### src/rtl/uart_pkg.sv
// Shared UART definitions: baud defaults, the divisor helper and the line-FSM
// state encoding used by both the transmitter and the receiver.
package uart_pkg;

  localparam int CLK_FREQ_DEF = 50_000_000;
  localparam int BAUD_DEF     = 115_200;

  typedef enum logic [1:0] {
    IDLE  = 2'd0,
    START = 2'd1,
    DATA  = 2'd2,
    STOP  = 2'd3
  } uart_state_e;

  // Clocks per bit period, rounded down.
  function automatic int baud_cnt(input int clk_hz, input int baud);
    return clk_hz / baud;
  endfunction

endpackage

### src/rtl/bit_sync.sv
// Two-flop synchroniser for an asynchronous single-bit input; the reset value
// is a parameter so idle-high lines and active-low keys can both use it.
module bit_sync #(
  parameter logic RST_VAL = 1'b1
) (
  input  logic clk,
  input  logic rst_n,
  input  logic d,
  output logic q
);

  logic meta;

  always_ff @(posedge clk or negedge rst_n) begin
    if (!rst_n) begin
      meta <= RST_VAL;
      q    <= RST_VAL;
    end else begin
      // NOTE: non-blocking assignments make meta->q a real two-stage pipeline.
      meta <= d;
      q    <= meta;
    end
  end

endmodule

### src/rtl/uart_rx.sv
// 8N1 UART receiver, LSB first: start-bit detection, mid-bit sampling,
// stop-bit check, one-cycle done/error strobes.
module uart_rx
  import uart_pkg::*;
#(
  parameter int CLK_FREQ = CLK_FREQ_DEF,
  parameter int BAUD     = BAUD_DEF,
  parameter int CNT_MAX  = baud_cnt(CLK_FREQ, BAUD)
) (
  input  logic       clk,
  input  logic       rst_n,
  input  logic       rx,
  output logic [7:0] data_rx,
  output logic       done_rx,
  output logic       err_frame,
  output logic       busy_rx
);

  localparam int CNT_W = (CNT_MAX > 1) ? $clog2(CNT_MAX) : 1;
  localparam logic [CNT_W-1:0] CNT_LAST = CNT_W'(CNT_MAX - 1);
  localparam logic [CNT_W-1:0] CNT_MID  = CNT_W'(CNT_MAX / 2 - 1);

  logic             rx_s;
  logic             rx_d;
  logic             fall;
  uart_state_e      state;
  logic [CNT_W-1:0] cnt;
  logic [2:0]       bit_idx;
  logic [7:0]       shreg;

  bit_sync #(.RST_VAL(1'b1)) u_rx_sync (
    .clk   (clk),
    .rst_n (rst_n),
    .d     (rx),
    .q     (rx_s)
  );

  always_ff @(posedge clk or negedge rst_n) begin
    if (!rst_n) rx_d <= 1'b1;
    else        rx_d <= rx_s;
  end

  assign fall    = rx_d & ~rx_s;
  assign busy_rx = (state != IDLE);

  always_ff @(posedge clk or negedge rst_n) begin
    if (!rst_n) begin
      state     <= IDLE;
      cnt       <= '0;
      bit_idx   <= '0;
      shreg     <= '0;
      data_rx   <= '0;
      done_rx   <= 1'b0;
      err_frame <= 1'b0;
    end else begin
      // NOTE: strobes default low every cycle so a pulse can only last one clock.
      done_rx   <= 1'b0;
      err_frame <= 1'b0;
      case (state)
        IDLE: begin
          cnt <= '0;
          if (fall) state <= START;
        end
        START: begin
          if (cnt == CNT_MID) begin
            cnt <= '0;
            // A line already back high at mid start bit was only a glitch.
            if (rx_s) begin
              state <= IDLE;
            end else begin
              state   <= DATA;
              bit_idx <= '0;
            end
          end else begin
            cnt <= cnt + 1'b1;
          end
        end
        DATA: begin
          if (cnt == CNT_LAST) begin
            cnt   <= '0;
            shreg <= {rx_s, shreg[7:1]};
            if (bit_idx == 3'd7) state <= STOP;
            else                 bit_idx <= bit_idx + 1'b1;
          end else begin
            cnt <= cnt + 1'b1;
          end
        end
        STOP: begin
          if (cnt == CNT_LAST) begin
            cnt <= '0;
            // Leave at mid stop bit so an immediately following start is caught.
            state <= IDLE;
            if (rx_s) begin
              data_rx <= shreg;
              done_rx <= 1'b1;
            end else begin
              err_frame <= 1'b1;
            end
          end else begin
            cnt <= cnt + 1'b1;
          end
        end
        default: state <= IDLE;
      endcase
    end
  end

endmodule

### config.mk
export PLATFORM = sky130hd
export DESIGN_NAME = uart_rx
export DESIGN_NICKNAME = d
export VERILOG_FILES = /design/src/rtl/uart_pkg.sv /design/src/rtl/bit_sync.sv /design/src/rtl/uart_rx.sv
export SDC_FILE = /design/constraint.sdc
export NUM_CORES = 1
export LEC_CHECK = 0
export BUFFER_PORTS_ARGS = -buffer_cell sky130_fd_sc_hd__buf_2
export CAP_MARGIN = 20
export CORE_MARGIN = 2
export CORE_UTILIZATION = 57
export CTS_CLUSTER_DIAMETER = 150
export CTS_CLUSTER_SIZE = 12
export DETAILED_ROUTE_END_ITERATION = 12
export GPL_TIMING_DRIVEN = 0
export PLACE_DENSITY = 0.77
export SLEW_MARGIN = 25
export SYNTH_ARGS = -nofsm -noshare
export SYNTH_HDL_FRONTEND = slang
export SYNTH_HIERARCHICAL = 1
export SYNTH_SLANG_ARGS = --single-unit
### constraint.sdc
create_clock -name clk -period 2.4 [get_ports clk]
set_input_delay 0.24 -clock clk [delete_from_list [all_inputs] [get_ports clk]]
set_output_delay 0.24 -clock clk [all_outputs]
set_load 0.005 [all_outputs]
### After elaboration in Yosys (flattened, before gate mapping)

Cells that the tools add are included.

| word-level totals | value |
|---|---|
| flip-flop bits (word level) | 35 |
| input bits | 3 |

| cells by class | value |
|---|---|
| add/sub/neg operators | 2 |
| eq/ne operators | 13 |
| muxes and demuxes | 21 |
| bitwise operators | 2 |
| reductions and logical operators | 8 |

Operators by type and width:

| kind | number |
|---|---|
| $pmux 9 s3 | 1 |
| $mux 9 | 2 |
| $ne 2x2->1 const B | 7 |
| $mux 2 | 6 |
| $mux 3 | 4 |
| $reduce_and 5->1 | 2 |
| $add 9x1->9 const B | 1 |
| $eq 9x8->1 const B | 1 |
| $eq 9x9->1 const B | 1 |
| $pmux 2 s4 | 1 |
| $mux 1 | 6 |
| $pmux 3 s2 | 1 |
| $eq 2x2->1 const B | 2 |
| $reduce_bool 2->1 | 2 |
| $add 3x1->3 const B | 1 |
| $eq 3x3->1 const B | 1 |
| $reduce_and 3->1 | 1 |
| $eq 2x1->1 const B | 1 |
| $logic_not 2->1 | 1 |
| $reduce_and 2->1 | 1 |
| $reduce_or 2->1 | 1 |
| $and 1x1->1 | 1 |
| $not 1->1 | 1 |

### Depth between registers and ports, before layout

| logic depth | value |
|---|---|
| depth in word-level cells | 4 |
| mapped depth | 6 |
| depth with buffers taken out | 6 |

### Modules after synthesis

Netlist, hierarchy kept.

Modules (own cells, without submodules):

| module | instances | cells an instance | area each (sq um) |
|---|---|---|---|
| uart_rx | 1 | 111 | 1492.7 |
| bit_sync | 1 | 2 | 52.6 |

### Worst setup path before layout

No wires, ideal clock.

| timing path | value |
|---|---|
| path type | register -> register |
| from | register cnt[1] |
| to | register data_rx[0] |
| library setup time | 125 ps |
| arrival | 1588 ps |
| data required time | 2275 ps |
| slack | 687 ps |
| cell stages (with the launch flop) | 7 |
| clock period less this slack | 1713 ps |
| path through | dfrtp_1 inv_1 ha_1 and4bb_4 nand4_4 nor2_8 mux2_2 |

| between the ends | value |
|---|---|
| longest elaborated chain between the ends | 2 |

Ends and longest elaborated chain:

| element | RTL line | source |
|---|---|---|
| from (decl) | uart_rx.sv:27 | `logic [CNT_W-1:0] cnt;` |
| from (signal assigned) | uart_rx.sv:75 | `cnt <= cnt + 1'b1;` |
| from (signal assigned) | uart_rx.sv:85 | `cnt <= cnt + 1'b1;` |
| from (signal assigned) | uart_rx.sv:100 | `cnt <= cnt + 1'b1;` |
| $eq 9x9->1 | uart_rx.sv:89 | `if (cnt == CNT_LAST) begin` |
| $reduce_and 3->1 (no line) | - |  |
| to (signal assigned) | uart_rx.sv:94 | `data_rx <= shreg;` |
| to (decl) | uart_rx.sv:13 | `output logic [7:0] data_rx,` |

Every way passes these cells.
A chain may end at the register's enable or synchronous reset.

### Worst setup path in the final report

| timing path | value |
|---|---|
| from | register cnt[1] |
| to | register data_rx[6] |

Same word-level chain as after synthesis.

==> results.yml <==
floorplan:
  io_pins: 14
  row_count: 18
  die_area_um2: 3140
  fp.coreArea_um2: 2520
  die_x_um: 56.1
  start_util: 0.613
  die_h_um: 56.1
sta:
  fin_setup_tns_ps: 0
  hold_violations: 0
  rsz0062_at_grt: "false"
  tightest_slew_ps: 754
  setup_violations: 0
  maxSlewHeadroom: 0.497
  clock_skew_ps: 9.28
  fin_crit_sh: 0.781
  slew_viol_final: 0
  period_needed_ps: 1870
  max_freq_mhz: 534
  fin_ws_ps: 526
drt:
  drc: 0
  first_pass_iters: 4
  via_per_inst: 5.71
  num_vias: 948
  wire_per_inst_um: 15.3
  first_iter_violations: 17
  totalWireLength_um: 2550
  ant_nets: 0
grt:
  grt_max_degree: 36
  grt_pass1_vias: 959
  antenna_found_initial: 0
  grt_pass1_wl_um: 4520
  track_usage: 0.192
  grt.overflow.total: 0
power_and_ir_drop:
  fin_total_pwr_mw: 1.16
  ir_drop_v: 0.000543
  power_density_nw_per_um2: 676
  p_int_mw: 0.818
  p_sw_mw: 0.346
  power.share.clock: 0.267
  p_comb_frac: 0.129
  p_sw_frac: 0.297
  p_seq_frac: 0.603
  leakagePower_nw: 0.918
yosys:
  netlist_area_um2: 1550
  synth_cell_types: 33
  ys_seq_area_frac: 0.569
  syn_area_per_cell_um2: 13.7
  postSynthCellCount: 113
  ys_ff_latch: 35
  syn_nets: 121
  yosys_warnings: 6
setup_path:
  reg2regPathDepth: 6
  crit_type: "flop to flop"
  worstReg2RegEnd: "data_rx[6]$_DFFE_PN0P_"
  start_kind: "flop"
  required_ps: 2640
  crit_fanout: 9
  cp-startpoint: "cnt[1]$_DFF_PN0_"
  reg2reg_slack_ps: 530
  arrival_ps: 2110
  endpoint: "data_rx[6]$_DFFE_PN0P_"
  reg2reg_from: "cnt[1]$_DFF_PN0_"
  crit_path_end_kind: "flop"
cts:
  cts_buffers: 5
  htreeDepth: 2
  cts.sinks: 35
  cts_root_buf: "clkbuf_4"
  clk_pin_slew_ps: 100
  clk-insertion-delay-late_ps: 350
  clk_path_buf_depth: 2
  cts_tree: "done"
placed_design:
  portBuffers: 13
  place.gp.congestion: 0.745
  dp_hpwl_um: 1820
  post-place-ws_ps: 524
flow_run:
  max_cap_violations: 0
cells_and_area:
  num_antenna_cells: 0
  layout-drive-gt1-share: 0.382
  area_growth_pct: 11.4
  layout.nets: 143
  fillers: 192
min_path:
  hold_class: "flop to flop"
run_status:
  outcome: "complete, no violations"
[what timing repair did]
item                       4_1_cts  5_1_grt
setup endpoints to repair        0        0
gates resized for setup          0        0
hold buffers                     2        0
hold endpoints to repair        33        0
buffers inserted                 0        0
[area by class of cell]
type,instances,area [um2],area share
inverter,4,15.0,0.00872
sequential,35,880,0.511
clock inverter,2,12.5,0.00727
tap,30,37.5,0.0218
multi-input combinational,73,646,0.375
clock buffer,6,41.3,0.0240
timing repair buffer,15,85.1,0.0494
buffer,1,5.00,0.00291
[cells in the mapped netlist, drive strengths merged]
cell type | count | area share
nand2 | 2 | 0.0049
nor3b | 2 | 0.0097
nand3 | 4 | 0.013
a41o | 1 | 0.0065
a311oi | 1 | 0.0057
dfstp | 3 | 0.051
nor2b | 2 | 0.0097
xor2 | 3 | 0.017
nand4 | 3 | 0.022
dfrtp | 32 | 0.52
and2 | 1 | 0.0049
and4 | 2 | 0.013
inv | 4 | 0.0097
mux2 | 17 | 0.12
nor3 | 1 | 0.0065
a21oi | 1 | 0.0057
ha | 5 | 0.040
nor4 | 1 | 0.0041
a311o | 1 | 0.0065
nor2 | 14 | 0.055
a21o | 1 | 0.0049
nand2b | 1 | 0.0041
or2 | 1 | 0.0041
xnor2 | 4 | 0.023
and4bb | 2 | 0.019
a22o | 2 | 0.011
buf | 1 | 0.0032
o22ai | 1 | 0.0041
[registers in the layout, summed over array words and instances, names as in the netlist, named ones only]
| register | count |
|---|---|
| shreg | 8 |
| rx_d | 1 |
| u_rx_sync/meta | 1 |
| u_rx_sync/q | 1 |
| cnt | 9 |
| err_frame | 1 |
| bit_idx | 3 |
| data_rx | 8 |
| state | 1 |
| done_rx | 1 |
[layer usage]
layer | part of all wire | wire [um] | vias up | global-route usage
met4 | 0.022 | 55 | 0 | 0.0816
li1 | - | - | 447 | -
met5 | 0 | 0 | - | 0
met1 | 0.45 | 1140 | 467 | 0.265
met3 | 0.054 | 137 | 7 | 0.0721
met2 | 0.48 | 1210 | 27 | 0.271
[power groups by stage]
stage / registers [mW] / logic (mW) / clock network [mW]
after floorplan: 0.696 / 0.106 / 0
after global placement: 0.708 / 0.139 / 0
after detailed placement: 0.712 / 0.147 / 0
after CTS: 0.700 / 0.153 / 0.318
after global routing: 0.711 / 0.175 / 0.349
final: 0.702 / 0.150 / 0.311
[worst min-delay path by stage]
stage                                   startpoint                          to  slack (ps)  depth (start not counted)
after floorplan                              rst_n  asynchronous set/reset pin         -60                          0
after global placement                       rst_n            cnt[7]$_DFF_PN0_         340                          1
after detailed placement                     rst_n         err_frame$_DFF_PN0_         350                          1
after CTS                 u_rx_sync/meta$_DFF_PN1_       u_rx_sync/q$_DFF_PN1_         360                          0
after global routing      u_rx_sync/meta$_DFF_PN1_       u_rx_sync/q$_DFF_PN1_         370                          0
final                     u_rx_sync/meta$_DFF_PN1_       u_rx_sync/q$_DFF_PN1_         360                          0
[logic make-up (layout without fill, tap and decap cells)]
family,count (synthesis),in the layout,share of synthesized area
AND/OR/NAND/NOR,36,36,0.169
flip-flops,35,35,0.569
AO/OA/AOI/OAI,8,8,0.0445
buffers and inverters,5,28,0.0129
adder cells (fa/ha/maj),5,5,0.0405
XOR/XNOR,7,7,0.0397
multiplexers,17,17,0.124
[critical path: stages, from the launching register on]
cell	delay [ps]
dfrtp_1	410
inv_1	80
ha_1	160
and4bb_4	270
nand4_4	240
nor2_8	260
mux2_2	360
[layout by cell type (no fill, tap or decap), types with 3 or more instances in the layout]
cell and count:
xor2_1 3, mux2_2 17, dfstp_2 3, buf_2 14, ha_1 5, xnor2_1 4, dfrtp_1 32, clkbuf_4 5
nor2_1 12, nand3_1 4, inv_1 4
[metrics by stage]
stage	instances	instance area (um2)	hold WS [ps]	util
CTS	166	1720	362	0.683
detailed placement	156	1650	347	0.653
finish	166	1720	360	0.683
floorplan	113	1550	-55.6	-
global placement	156	1650	345	0.653
global route	166	1720	366	0.683
No activity file was read; power rests on OpenSTA's default activity.
